[src/rtl/hazard_scoreboard_unit_if.sv]
// ----------------------------------------------------------------------------
// hazard_scoreboard_unit_if
//   Signals between the ID/EX control path and the hazard/forwarding unit.
//   The master modport belongs to the pipeline, which drives the hazard
//   inputs. The slave modport belongs to the hazard unit, which returns the
//   forward selects, the stall/bubble controls and the scoreboard status.
//
//   Inputs to the hazard unit:
//     id_rs1/id_rs2, id_use_rs1/id_use_rs2, id_branch  : instruction in IF_ID
//     ex_rs1/ex_rs2, ex_rd, ex_regWrite, ex_load        : instruction in ID_EX
//     stage_rd, stage_regWrite, stage0_load             : forwarding stages
//     mc_issue, mc_rd, mc_latency                       : multi-cycle issue
//   Outputs from the hazard unit:
//     forwardOp1/2, ID_forwardOp1/2                     : operand selects
//     stall, nop                                        : hold and bubble
//     mc_busy, mc_done, mc_done_rd                      : scoreboard status
//
//   Handshake: none. Every signal is level-sampled once per clock cycle.
//   mc_issue is taken at the clock edge only when stall is low in that same
//   cycle. mc_done is a single-cycle pulse, and mc_done_rd qualifies it.
// ----------------------------------------------------------------------------
interface hazard_scoreboard_unit_if #(
    parameter int REG_AW     = 5,
    parameter int FWD_STAGES = 2,
    parameter int MC_LAT_W   = 4
);
    localparam int SEL_W = $clog2(FWD_STAGES + 1);

    logic [REG_AW-1:0]            id_rs1;
    logic [REG_AW-1:0]            id_rs2;
    logic                         id_use_rs1;
    logic                         id_use_rs2;
    logic                         id_branch;
    logic [REG_AW-1:0]            ex_rs1;
    logic [REG_AW-1:0]            ex_rs2;
    logic [REG_AW-1:0]            ex_rd;
    logic                         ex_regWrite;
    logic                         ex_load;
    logic [FWD_STAGES*REG_AW-1:0] stage_rd;
    logic [FWD_STAGES-1:0]        stage_regWrite;
    logic                         stage0_load;
    logic                         mc_issue;
    logic [REG_AW-1:0]            mc_rd;
    logic [MC_LAT_W-1:0]          mc_latency;

    logic [SEL_W-1:0]             forwardOp1;
    logic [SEL_W-1:0]             forwardOp2;
    logic [SEL_W-1:0]             ID_forwardOp1;
    logic [SEL_W-1:0]             ID_forwardOp2;
    logic                         stall;
    logic                         nop;
    logic                         mc_busy;
    logic                         mc_done;
    logic [REG_AW-1:0]            mc_done_rd;

    modport master (
        output id_rs1, id_rs2, id_use_rs1, id_use_rs2, id_branch,
               ex_rs1, ex_rs2, ex_rd, ex_regWrite, ex_load,
               stage_rd, stage_regWrite, stage0_load,
               mc_issue, mc_rd, mc_latency,
        input  forwardOp1, forwardOp2, ID_forwardOp1, ID_forwardOp2,
               stall, nop, mc_busy, mc_done, mc_done_rd
    );

    modport slave (
        input  id_rs1, id_rs2, id_use_rs1, id_use_rs2, id_branch,
               ex_rs1, ex_rs2, ex_rd, ex_regWrite, ex_load,
               stage_rd, stage_regWrite, stage0_load,
               mc_issue, mc_rd, mc_latency,
        output forwardOp1, forwardOp2, ID_forwardOp1, ID_forwardOp2,
               stall, nop, mc_busy, mc_done, mc_done_rd
    );
endinterface

[src/rtl/hazard_scoreboard_unit.sv]
// ----------------------------------------------------------------------------
// hazard_scoreboard_unit
//   Hazard and forwarding unit for the 5-stage RISC-V pipeline.
//   - Combinational forward selects for the EX operands and for the ID-stage
//     branch/jalr operands. The youngest matching stage wins.
//   - Stall (and the equal nop bubble) is raised for:
//       load-use,
//       a branch that depends on ID_EX or on a load in EX_MEM,
//       a read of a register still pending in the multi-cycle scoreboard,
//       a multi-cycle issue when every slot is full or its rd is already
//       pending (WAW).
//   - The scoreboard has MC_SLOTS slots. Each slot counts down the latency of
//     one outstanding mul/div op and reports completion with mc_done.
//
//   Ports:
//     clock  rising-edge clock
//     reset  asynchronous, active-low
//     hz     hazard_scoreboard_unit_if.slave (signal list is in the interface)
//
//   Optional feature: macro HAZARD_PERF_EN adds two output ports.
//     perf_stall_cycles  saturating count of cycles with stall = 1
//     perf_mc_stalls     saturating count of cycles stalled by the scoreboard
// ----------------------------------------------------------------------------
module hazard_scoreboard_unit #(
    parameter int REG_AW     = 5,
    parameter int FWD_STAGES = 2,
    parameter int MC_SLOTS   = 2,
    parameter int MC_LAT_W   = 4
) (
    input  logic                    clock,
    input  logic                    reset,
    hazard_scoreboard_unit_if.slave hz
`ifdef HAZARD_PERF_EN
    ,
    output logic [31:0]             perf_stall_cycles,
    output logic [31:0]             perf_mc_stalls
`endif
);
    localparam int SEL_W = $clog2(FWD_STAGES + 1);

    // True when r is a real register that the ID instruction actually reads.
    function automatic logic reads_reg(input logic [REG_AW-1:0] r,
                                       input logic [REG_AW-1:0] rs1,
                                       input logic [REG_AW-1:0] rs2,
                                       input logic u1,
                                       input logic u2);
        return (r != '0) && ((u1 && (rs1 == r)) || (u2 && (rs2 == r)));
    endfunction

    logic [REG_AW-1:0] stage_rd [FWD_STAGES];
    for (genvar k = 0; k < FWD_STAGES; k++) begin : g_unpack
        assign stage_rd[k] = hz.stage_rd[k*REG_AW +: REG_AW];
    end

    // ---------------- forwarding ----------------
    logic [SEL_W-1:0] fwd1, fwd2, idf1, idf2;

    always_comb begin
        fwd1 = '0;
        fwd2 = '0;
        idf1 = '0;
        idf2 = '0;
        // Walk from the oldest stage to the youngest, so the youngest match
        // is written last and wins.
        for (int k = FWD_STAGES - 1; k >= 0; k--) begin
            if (hz.stage_regWrite[k] && (stage_rd[k] != '0)) begin
                if (stage_rd[k] == hz.ex_rs1) fwd1 = SEL_W'(k + 1);
                if (stage_rd[k] == hz.ex_rs2) fwd2 = SEL_W'(k + 1);
                if (stage_rd[k] == hz.id_rs1) idf1 = SEL_W'(k + 1);
                if (stage_rd[k] == hz.id_rs2) idf2 = SEL_W'(k + 1);
            end
        end
        // A load in EX_MEM has no data yet. An older stage must not stand in
        // for it, so the branch waits (it is stalled below) with select 0.
        if (!hz.id_branch || (hz.stage0_load && (idf1 == SEL_W'(1)))) idf1 = '0;
        if (!hz.id_branch || (hz.stage0_load && (idf2 == SEL_W'(1)))) idf2 = '0;
    end

    // ---------------- scoreboard state ----------------
    logic [MC_SLOTS-1:0] slot_valid_q, slot_valid_d;
    logic [REG_AW-1:0]   slot_rd_q  [MC_SLOTS];
    logic [REG_AW-1:0]   slot_rd_d  [MC_SLOTS];
    logic [MC_LAT_W-1:0] slot_cnt_q [MC_SLOTS];
    logic [MC_LAT_W-1:0] slot_cnt_d [MC_SLOTS];

    logic                id_pending, waw, all_busy, done_any, placed;
    logic [MC_SLOTS-1:0] done_onehot;
    logic [REG_AW-1:0]   done_rd;

    always_comb begin
        id_pending  = 1'b0;
        waw         = 1'b0;
        all_busy    = 1'b1;
        done_any    = 1'b0;
        done_onehot = '0;
        done_rd     = '0;
        for (int s = 0; s < MC_SLOTS; s++) begin
            if (slot_valid_q[s]) begin
                if (reads_reg(slot_rd_q[s], hz.id_rs1, hz.id_rs2,
                              hz.id_use_rs1, hz.id_use_rs2)) id_pending = 1'b1;
                if (slot_rd_q[s] == hz.mc_rd) waw = 1'b1;
                // Only the lowest finishing slot reports in a cycle.
                if ((slot_cnt_q[s] == MC_LAT_W'(1)) && !done_any) begin
                    done_any       = 1'b1;
                    done_onehot[s] = 1'b1;
                    done_rd        = slot_rd_q[s];
                end
            end else begin
                all_busy = 1'b0;
            end
        end
    end

    // ---------------- stall causes ----------------
    logic ex_hit, s0_hit, cause_a, cause_b, cause_c, cause_d, cause_e;
    logic stall, mc_accept;

    assign ex_hit  = reads_reg(hz.ex_rd, hz.id_rs1, hz.id_rs2, hz.id_use_rs1, hz.id_use_rs2);
    assign s0_hit  = reads_reg(stage_rd[0], hz.id_rs1, hz.id_rs2, hz.id_use_rs1, hz.id_use_rs2);
    assign cause_a = hz.ex_load && ex_hit;
    assign cause_b = hz.id_branch && hz.ex_regWrite && ex_hit;
    assign cause_c = hz.id_branch && hz.stage0_load && s0_hit;
    assign cause_d = id_pending;
    // An issue with rd == x0 never takes a slot, so it can never block.
    assign cause_e = hz.mc_issue && (hz.mc_rd != '0) && (all_busy || waw);
    assign stall   = cause_a || cause_b || cause_c || cause_d || cause_e;

    assign mc_accept = hz.mc_issue && !stall && (hz.mc_rd != '0);

    always_comb begin
        slot_valid_d = slot_valid_q;
        slot_rd_d    = slot_rd_q;
        slot_cnt_d   = slot_cnt_q;
        placed       = 1'b0;
        for (int s = 0; s < MC_SLOTS; s++) begin
            if (slot_valid_q[s]) begin
                if (slot_cnt_q[s] != MC_LAT_W'(1)) begin
                    slot_cnt_d[s] = slot_cnt_q[s] - MC_LAT_W'(1);
                end else if (done_onehot[s]) begin
                    slot_valid_d[s] = 1'b0;
                    slot_rd_d[s]    = '0;
                    slot_cnt_d[s]   = '0;
                end
                // A finished slot that is not reporting holds at count 1.
            end else if (mc_accept && !placed) begin
                // Free-slot search uses occupancy before the edge, so a slot
                // that empties at this edge is not reused until the next cycle.
                placed          = 1'b1;
                slot_valid_d[s] = 1'b1;
                slot_rd_d[s]    = hz.mc_rd;
                slot_cnt_d[s]   = (hz.mc_latency == '0) ? MC_LAT_W'(1) : hz.mc_latency;
            end
        end
    end

    always_ff @(posedge clock or negedge reset) begin
        if (!reset) begin
            slot_valid_q <= '0;
            for (int s = 0; s < MC_SLOTS; s++) begin
                slot_rd_q[s]  <= '0;
                slot_cnt_q[s] <= '0;
            end
        end else begin
            slot_valid_q <= slot_valid_d;
            slot_rd_q    <= slot_rd_d;
            slot_cnt_q   <= slot_cnt_d;
        end
    end

    assign hz.forwardOp1    = fwd1;
    assign hz.forwardOp2    = fwd2;
    assign hz.ID_forwardOp1 = idf1;
    assign hz.ID_forwardOp2 = idf2;
    assign hz.stall         = stall;
    assign hz.nop           = stall;
    assign hz.mc_busy       = |slot_valid_q;
    assign hz.mc_done       = done_any;
    assign hz.mc_done_rd    = done_rd;

`ifdef HAZARD_PERF_EN
    logic [31:0] perf_stall_q, perf_stall_d, perf_mc_q, perf_mc_d;

    always_comb begin
        perf_stall_d = perf_stall_q;
        perf_mc_d    = perf_mc_q;
        if (stall && (perf_stall_q != '1)) perf_stall_d = perf_stall_q + 32'd1;
        if ((cause_d || cause_e) && (perf_mc_q != '1)) perf_mc_d = perf_mc_q + 32'd1;
    end

    always_ff @(posedge clock or negedge reset) begin
        if (!reset) begin
            perf_stall_q <= '0;
            perf_mc_q    <= '0;
        end else begin
            perf_stall_q <= perf_stall_d;
            perf_mc_q    <= perf_mc_d;
        end
    end

    assign perf_stall_cycles = perf_stall_q;
    assign perf_mc_stalls    = perf_mc_q;
`endif
endmodule
[src/flat_wrapper.sv]
// flat-port wrapper written by rule: the top's interface ports become plain ports
module hazard_scoreboard_unit_flat 
#(
    parameter int REG_AW     = 5,
    parameter int FWD_STAGES = 2,
    parameter int MC_SLOTS   = 2,
    parameter int MC_LAT_W   = 4
)
  (clock, reset, hz_id_rs1, hz_id_rs2, hz_id_use_rs1, hz_id_use_rs2, hz_id_branch, hz_ex_rs1, hz_ex_rs2, hz_ex_rd, hz_ex_regWrite, hz_ex_load, hz_stage_rd, hz_stage_regWrite, hz_stage0_load, hz_mc_issue, hz_mc_rd, hz_mc_latency, hz_forwardOp1, hz_forwardOp2, hz_ID_forwardOp1, hz_ID_forwardOp2, hz_stall, hz_nop, hz_mc_busy, hz_mc_done, hz_mc_done_rd);
  hazard_scoreboard_unit_if #(.REG_AW(REG_AW), .FWD_STAGES(FWD_STAGES), .MC_LAT_W(MC_LAT_W)) hz_i ();
  input  logic clock;
  input  logic reset;
  input wire logic [$bits(hz_i.id_rs1)-1:0] hz_id_rs1;
  input wire logic [$bits(hz_i.id_rs2)-1:0] hz_id_rs2;
  input wire logic [$bits(hz_i.id_use_rs1)-1:0] hz_id_use_rs1;
  input wire logic [$bits(hz_i.id_use_rs2)-1:0] hz_id_use_rs2;
  input wire logic [$bits(hz_i.id_branch)-1:0] hz_id_branch;
  input wire logic [$bits(hz_i.ex_rs1)-1:0] hz_ex_rs1;
  input wire logic [$bits(hz_i.ex_rs2)-1:0] hz_ex_rs2;
  input wire logic [$bits(hz_i.ex_rd)-1:0] hz_ex_rd;
  input wire logic [$bits(hz_i.ex_regWrite)-1:0] hz_ex_regWrite;
  input wire logic [$bits(hz_i.ex_load)-1:0] hz_ex_load;
  input wire logic [$bits(hz_i.stage_rd)-1:0] hz_stage_rd;
  input wire logic [$bits(hz_i.stage_regWrite)-1:0] hz_stage_regWrite;
  input wire logic [$bits(hz_i.stage0_load)-1:0] hz_stage0_load;
  input wire logic [$bits(hz_i.mc_issue)-1:0] hz_mc_issue;
  input wire logic [$bits(hz_i.mc_rd)-1:0] hz_mc_rd;
  input wire logic [$bits(hz_i.mc_latency)-1:0] hz_mc_latency;
  output wire logic [$bits(hz_i.forwardOp1)-1:0] hz_forwardOp1;
  output wire logic [$bits(hz_i.forwardOp2)-1:0] hz_forwardOp2;
  output wire logic [$bits(hz_i.ID_forwardOp1)-1:0] hz_ID_forwardOp1;
  output wire logic [$bits(hz_i.ID_forwardOp2)-1:0] hz_ID_forwardOp2;
  output wire logic [$bits(hz_i.stall)-1:0] hz_stall;
  output wire logic [$bits(hz_i.nop)-1:0] hz_nop;
  output wire logic [$bits(hz_i.mc_busy)-1:0] hz_mc_busy;
  output wire logic [$bits(hz_i.mc_done)-1:0] hz_mc_done;
  output wire logic [$bits(hz_i.mc_done_rd)-1:0] hz_mc_done_rd;
  assign hz_i.id_rs1 = hz_id_rs1;
  assign hz_i.id_rs2 = hz_id_rs2;
  assign hz_i.id_use_rs1 = hz_id_use_rs1;
  assign hz_i.id_use_rs2 = hz_id_use_rs2;
  assign hz_i.id_branch = hz_id_branch;
  assign hz_i.ex_rs1 = hz_ex_rs1;
  assign hz_i.ex_rs2 = hz_ex_rs2;
  assign hz_i.ex_rd = hz_ex_rd;
  assign hz_i.ex_regWrite = hz_ex_regWrite;
  assign hz_i.ex_load = hz_ex_load;
  assign hz_i.stage_rd = hz_stage_rd;
  assign hz_i.stage_regWrite = hz_stage_regWrite;
  assign hz_i.stage0_load = hz_stage0_load;
  assign hz_i.mc_issue = hz_mc_issue;
  assign hz_i.mc_rd = hz_mc_rd;
  assign hz_i.mc_latency = hz_mc_latency;
  assign hz_forwardOp1 = hz_i.forwardOp1;
  assign hz_forwardOp2 = hz_i.forwardOp2;
  assign hz_ID_forwardOp1 = hz_i.ID_forwardOp1;
  assign hz_ID_forwardOp2 = hz_i.ID_forwardOp2;
  assign hz_stall = hz_i.stall;
  assign hz_nop = hz_i.nop;
  assign hz_mc_busy = hz_i.mc_busy;
  assign hz_mc_done = hz_i.mc_done;
  assign hz_mc_done_rd = hz_i.mc_done_rd;
  hazard_scoreboard_unit #(.REG_AW(REG_AW), .FWD_STAGES(FWD_STAGES), .MC_SLOTS(MC_SLOTS), .MC_LAT_W(MC_LAT_W)) u_core (.clock(clock), .reset(reset), .hz(hz_i));
endmodule
[config.mk]
export PLATFORM = sky130hd
export DESIGN_NAME = hazard_scoreboard_unit_flat
export DESIGN_NICKNAME = d
export VERILOG_FILES = /design/src/rtl/hazard_scoreboard_unit_if.sv /design/src/rtl/hazard_scoreboard_unit.sv /design/src/flat_wrapper.sv
export SDC_FILE = /design/constraint.sdc
export NUM_CORES = 1
export LEC_CHECK = 0
export BUFFER_PORTS_ARGS = -buffer_cell sky130_fd_sc_hd__buf_2
export CAP_MARGIN = 20
export CORE_MARGIN = 5
export CORE_UTILIZATION = 50
export DETAILED_ROUTE_END_ITERATION = 10
export HOLD_SLACK_MARGIN = 0.15
export PLACE_DENSITY = 0.84
export SYNTH_ARGS = -nofsm -noshare
export SYNTH_HDL_FRONTEND = slang
export SYNTH_SLANG_ARGS = --single-unit
[constraint.sdc]
create_clock -name clock -period 4.5 [get_ports clock]
set_input_delay 0.225 -clock clock [delete_from_list [all_inputs] [get_ports clock]]
set_output_delay 0.225 -clock clock [all_outputs]
set_load 0.005 [all_outputs]
==> results.toml, run 1 <==
[yosys]
synthCells = 309
synth_edf_count = 0
post-synth-top-count-cell = "xnor2_1"
ys_seq_elements = 20
synth_common_cells = "60 x xnor2_1, 34 x nand2_1, 20 x dfrtp_1, 20 x xor2_1, 16 x nor3_1"
ys_seq_area_share_pct = 20.4
synth_top_area_share_pct = 21.4
syn_nets = 368
synth_top_flop_cell = "dfrtp_1"
synth_area_leaders = "xnor2_1 21%, dfrtp_1 20%, xor2_1 7.1%"
avgSynthCellArea_sq_um = 7.95
async_flop_share_pct = 100
syn_area_sq_um = 2460
ys.warnings.count = 0
ys_types = 44
synth.largest_area_cell = "xnor2_1"

[clock_network]
path_clk_slew_ns = 0.07
clk_latency_ns = 0.26
cts_repair_resize_count = 0
cts.sinks = 20
clock_tree.buffer_depth = 2
cts_tree = "done"
ctsHoldBuffers = 1
postCtsSetupBuffers = 0
cts_root_buf = "clkbuf_8"
numCtsBuffers = 3
htreeDepth = 1

[finish]
num-fill-cells = 469
finish.utilization_pct = 58.0
drive_gt1_share_pct = 22.9
n_antenna_cell = 0
final_nets = 411
synthToLayoutAreaGrowth_pct = 12.2
fin_area_sq_um = 2760
final_cells = 417

[drt]
via_per_inst = 5.53
wl_per_cell_microns = 15.1
drtAntennaViolNets = 0
drtIter0Drc = 117
wl_mm = 6.31
drc_errors = 0
num_vias = 2304
drt_pre_antenna_iters = 4

[critical_path]
reg2reg_depth = 7
crit_type = "reg2out"
critPathRequiredTime_ns = 4.28
r2r_end = "u_core.slot_cnt_q[1]$_DFFE_PN0P_"
worstPathArrival_ns = 2.20
rrSetupSlack_ns = 2.14
endpoint_kind = "primary output"
r2r-start = "u_core.slot_rd_q[6]$_DFFE_PN0P_"
worst-path-max-fanout = 6
crit_end = "hz_mc_done_rd[3]"
cp-start-kind = "flop"
crit_path_start = "u_core.slot_cnt_q[1]$_DFFE_PN0P_"

[placed_design]
numPortBuffers = 71
placed_area_sq_um = 2710
dp_cells = 413
hpwl_mm = 5.10
place.gp.congestion = 0.849

[timing]
finalMaxSlewViolations = 0
tns_ns = 0
rsz0062_at_grt = "no"
hold_viol_final = 0
relSlewSlack_pct = 56.0
finClkSkew_ns = 0.00595
worst_pin_slew_ns = 0.661
setup_violations = 0
finalCritPeriodShare_pct = 53.8
period_needed_ns = 2.42
fmax_mhz = 413

[die]
rows = 25
die_h_microns = 80.1
initial_core_util_pct = 51.7
chipWidth_microns = 80.1
io_pins = 72
coreArea_sq_um = 4750
die_area_sq_um = 6420

[pwr]
p_leak_nw = 1.21
powerDensity_nw_per_um2 = 442
ir_drop_mv = 0.292

[grt]
grt_max_degree = 21
antenna_found_initial = 0
first_global_vias = 2250
overflow = 0
grtUsageTotal_pct = 19.9
grt_pass1_wl_mm = 10.4

[job]
cap_violations = 0

[hold_path]
hold_class = "in2reg"
worstHoldPathCells = 3

[run_status]
status = "completed"
==> metal layers <==
layer	track usage, %	wire length (microns)	vias to the layer above
li1	-	-	1145
met1	26.2	2690	1070
met2	34.9	3050	84
met3	2.13	521	5
met4	4.73	45	0
met5	0	0	-
==> worst min-delay path by stage <==
stage,from,to
finish,hz_mc_rd[3],u_core.slot_rd_q[8]$_DFFE_PN0P_
floorplan,reset,u_core.slot_cnt_q[0]$_DFFE_PN0P_
CTS,hz_mc_rd[3],u_core.slot_rd_q[8]$_DFFE_PN0P_
detailed placement,reset,u_core.slot_cnt_q[1]$_DFFE_PN0P_
global placement,reset,u_core.slot_cnt_q[0]$_DFFE_PN0P_
global route,hz_mc_rd[2],u_core.slot_rd_q[2]$_DFFE_PN0P_
==> per-stage QoR <==
step	setup WS (ns)	hold WS, ns	power, W
3_5_place_dp	2.20	0.199	0.00110
6_report	2.08	0.264	0.00122
3_3_place_gp	2.26	0.201	0.00108
5_1_grt	1.88	0.284	0.00134
4_1_cts	2.10	0.260	0.00122
2_1_floorplan	2.36	-0.0706	0.000977
==> flip-flops by register name (all words and copies together) (netlist names) <==
signal / flops
u_core.slot_cnt_q: 8
u_core.slot_rd_q: 10
u_core.slot_valid_q: 2
==> logic make-up after synthesis <==
logic type | count (synthesis) | synth area share (%)
DFF | 20 | 20.4
AOI/OAI and AO/OA | 39 | 12.1
muxes | 10 | 4.07
xor gates and xnor gates | 80 | 28.5
and+or+nand+nor | 106 | 22.5
buffers and inverters | 50 | 10.5
adders and majority gates | 4 | 2.04
==> critical path, stage by stage, from the launching register on <==
cell     delay [ns]
dfrtp_1        0.40
inv_1          0.08
ha_1           0.17
nor3b_1        0.39
nand2_1        0.17
nor2_1         0.37
a22o_1         0.24
buf_2          0.13
==> area by class of cell <==
cell class / instances / area (sq um) / area share, %
well taps: 67 / 83.8 / 3.04
inverters: 14 / 52.6 / 1.91
clock buffers: 3 / 41.3 / 1.50
flip-flops and latches: 20 / 500 / 18.1
multi-input cells: 239 / 1700 / 61.6
repair buffers: 74 / 380 / 13.8
==> power by group <==
group          internal [W]  switching [W]
Clock             0.0000595      0.0000552
Sequential         0.000268       0.000150
Combinational      0.000333       0.000352
Total              0.000661       0.000558
==> cells in the final DEF (no fill, tap or decap), drive strengths merged, types with 4 or more instances in the layout <==
cell type	instances
and4	4
xnor2	60
nand4	13
buf	73
mux2i	10
inv	13
nor3	16
ha	4
xor2	20
nor2	10
o31ai	4
o32ai	4
nand3	12
a311o	4
dfrtp	20
nand2	34
a22o	5
a21oi	8
nor4	7
Power figures use the tool's default switching activity.
==> run 2, diff against run 1 <==
==> constraint.sdc (replaced) <==
create_clock -name clock -period 2.5 [get_ports clock]
set_input_delay 0.125 -clock clock [delete_from_list [all_inputs] [get_ports clock]]
set_output_delay 0.125 -clock clock [all_outputs]
set_load 0.005 [all_outputs]
==> run 2 against run 1 <==
Against the previous run:
- combinational power increased by 88%
- total power up 95%
- hold slack lost 0.11 ns
- non-clock buffer count rose by 8
- global-route usage grew 1.3 points
- flip-flop and latch count unchanged
- sequential share of layout area fell by 0.62 points
- register-to-register slack got worse by 1.9 ns
- via count up 3.6%
- clock power increased to 2.9 times the previous value
- die area did not move
- critical path type unchanged
- largest power group unchanged
- highest routed layer unchanged
==> results.toml, run 2 (synthesized netlist as in run 1, its figures left out) <==
[finish]
reg_top3 = "u_core.slot_rd_q: 10 flops, u_core.slot_cnt_q: 8 flops, u_core.slot_valid_q: 2 flops"
seq_area_sq_um = 500
regMostFlops = "u_core.slot_rd_q"
final_common_cell = "buf_2"
fin_area_sq_um = 2860
final_cells = 426
n_antenna_cell = 0
synthToLayoutAreaGrowth_pct = 16.2
num-fill-cells = 435
final_nets = 419
largest_reg_flops = 10
finish.utilization_pct = 60.1
drive_gt1_share_pct = 24.0
final_cell_mix = "71 x buf_2, 60 x xnor2_1, 34 x nand2_1"
multi_input_area_sq_um = 1700

[timing]
relSlewSlack_pct = 52.2
finClkSkew_ns = 0.00863
period_needed_ns = 2.26
setup_violations = 0
finalCritPeriodShare_pct = 90.2
hold_viol_final = 0
rsz0062_at_grt = "no"
tns_ns = 0
worst_pin_slew_ns = 0.716
finalMaxSlewViolations = 0
fmax_mhz = 443

[clock_network]
cts_root_buf = "clkbuf_8"
htreeDepth = 1
clock_tree.buffer_depth = 2
cts_tree = "done"
clk_latency_ns = 0.27
path_clk_slew_ns = 0.08
numCtsBuffers = 3
cts.sinks = 20
cts_repair_resize_count = 0

[critical_path]
crit_family = "compound AO/OA/AOI/OAI gates"
crit_chain = "xnor2_1 > nand4_1 > o32ai_1 > a222oi_1 > buf_4 > buf_4 > o211ai_1 > buf_2"
cp.buffers_inverters = 3
endpoint_kind = "primary output"
worst-path-max-fanout = 14
critPathSlowestCell = "dfrtp_1"
slowest_delay_ns = 0.48
cp-start-kind = "flop"
rrSetupSlack_ns = 0.29
worstPathArrival_ns = 2.13
cp_common_cell = "buf_4"
crit_type = "reg2out"
critPathRequiredTime_ns = 2.38

[placed_design]
hpwl_mm = 5.30
place.gp.congestion = 0.852
numPortBuffers = 71
dp_cells = 416
placed_area_sq_um = 2730

[drt]
drtAntennaViolNets = 0
wl_per_cell_microns = 15.7
drc_errors = 0
via_per_inst = 5.60
num_vias = 2386
wl_mm = 6.71
drt_pre_antenna_iters = 4
drtIter0Drc = 170

[die]
chipWidth_microns = 80.1
die_h_microns = 80.1
rows = 25
io_pins = 72
coreArea_sq_um = 4750
initial_core_util_pct = 51.7
die_area_sq_um = 6420

[grt]
grt_pass1_wl_mm = 10.9
grt_max_degree = 21
antenna_found_initial = 0
grtUsageTotal_pct = 21.3
overflow = 0
first_global_vias = 2339

[run_status]
status = "completed"

[pwr]
p_leak_nw = 1.26
ir_drop_mv = 0.540
powerDensity_nw_per_um2 = 834

[hold_path]
hold_class = "in2reg"

[job]
cap_violations = 0
-- run 2: worst paths after layout --
path,start,endpoint,cells after the start
worst max-delay path,u_core.slot_rd_q[8]$_DFFE_PN0P_,hz_stall,8
worst min-delay path,hz_mc_rd[0],u_core.slot_rd_q[0]$_DFFE_PN0P_,3
worst max register to register,u_core.slot_rd_q[8]$_DFFE_PN0P_,u_core.slot_cnt_q[2]$_DFFE_PN0P_,8
worst min register to register,u_core.slot_cnt_q[4]$_DFFE_PN0P_,u_core.slot_cnt_q[4]$_DFFE_PN0P_,1
max in group asynchronous,reset,u_core.slot_cnt_q[1]$_DFFE_PN0P_,2
min in group asynchronous,reset,u_core.slot_cnt_q[7]$_DFFE_PN0P_,2
-- run 2: metrics by stage --
step,worst slack [ns],hold slack [ns],power [W]
3_5_place_dp,0.373,0.108,0.00202
4_1_cts,0.160,0.151,0.00237
5_1_grt,0.110,0.161,0.00258
2_1_floorplan,0.357,-0.171,0.00176
3_3_place_gp,0.472,0.101,0.00198
6_report,0.244,0.155,0.00238
-- run 2: power by group --
group / total [W] / internal (W) / switching, W
clock: 0.000332 / 0.000214 / 0.000117
sequential: 0.000759 / 0.000482 / 0.000277
combinational: 0.00129 / 0.000633 / 0.000659
-- run 2: final cells by class --
class                      count  area share [%]
clock inverter                 1            1.05
multi-input combinational    239            59.5
clock buffer                   3            1.45
inverter                      14            1.84
sequential                    20            17.5
tap                           67            2.94
timing repair buffer          82            15.7
-- run 2: worst register-to-register path: cells and delay by family, from the launching register on --
| kind | cells | cell delay, ns |
|---|---|---|
| compound gates | 3 | 0.79 |
| flops | 1 | 0.48 |
| buf+inv | 2 | 0.35 |
| simple gates | 2 | 0.29 |
| xor+xnor | 1 | 0.20 |
-- run 2: per-layer routing --
metal,global-route usage (%),routed length [microns],vias up
met4,7.43,110,0
li1,-,-,1168
met3,2.13,473,9
met2,36.2,3280,94
met5,0,0,-
met1,27.9,2840,1115
-- run 2: what timing repair did --
action                                  in CTS  in global routing
buffers inserted                             0                  2
hold buffers                                 4                  0
endpoints found under the setup margin       0                  2
hold endpoints to repair                    23                  0
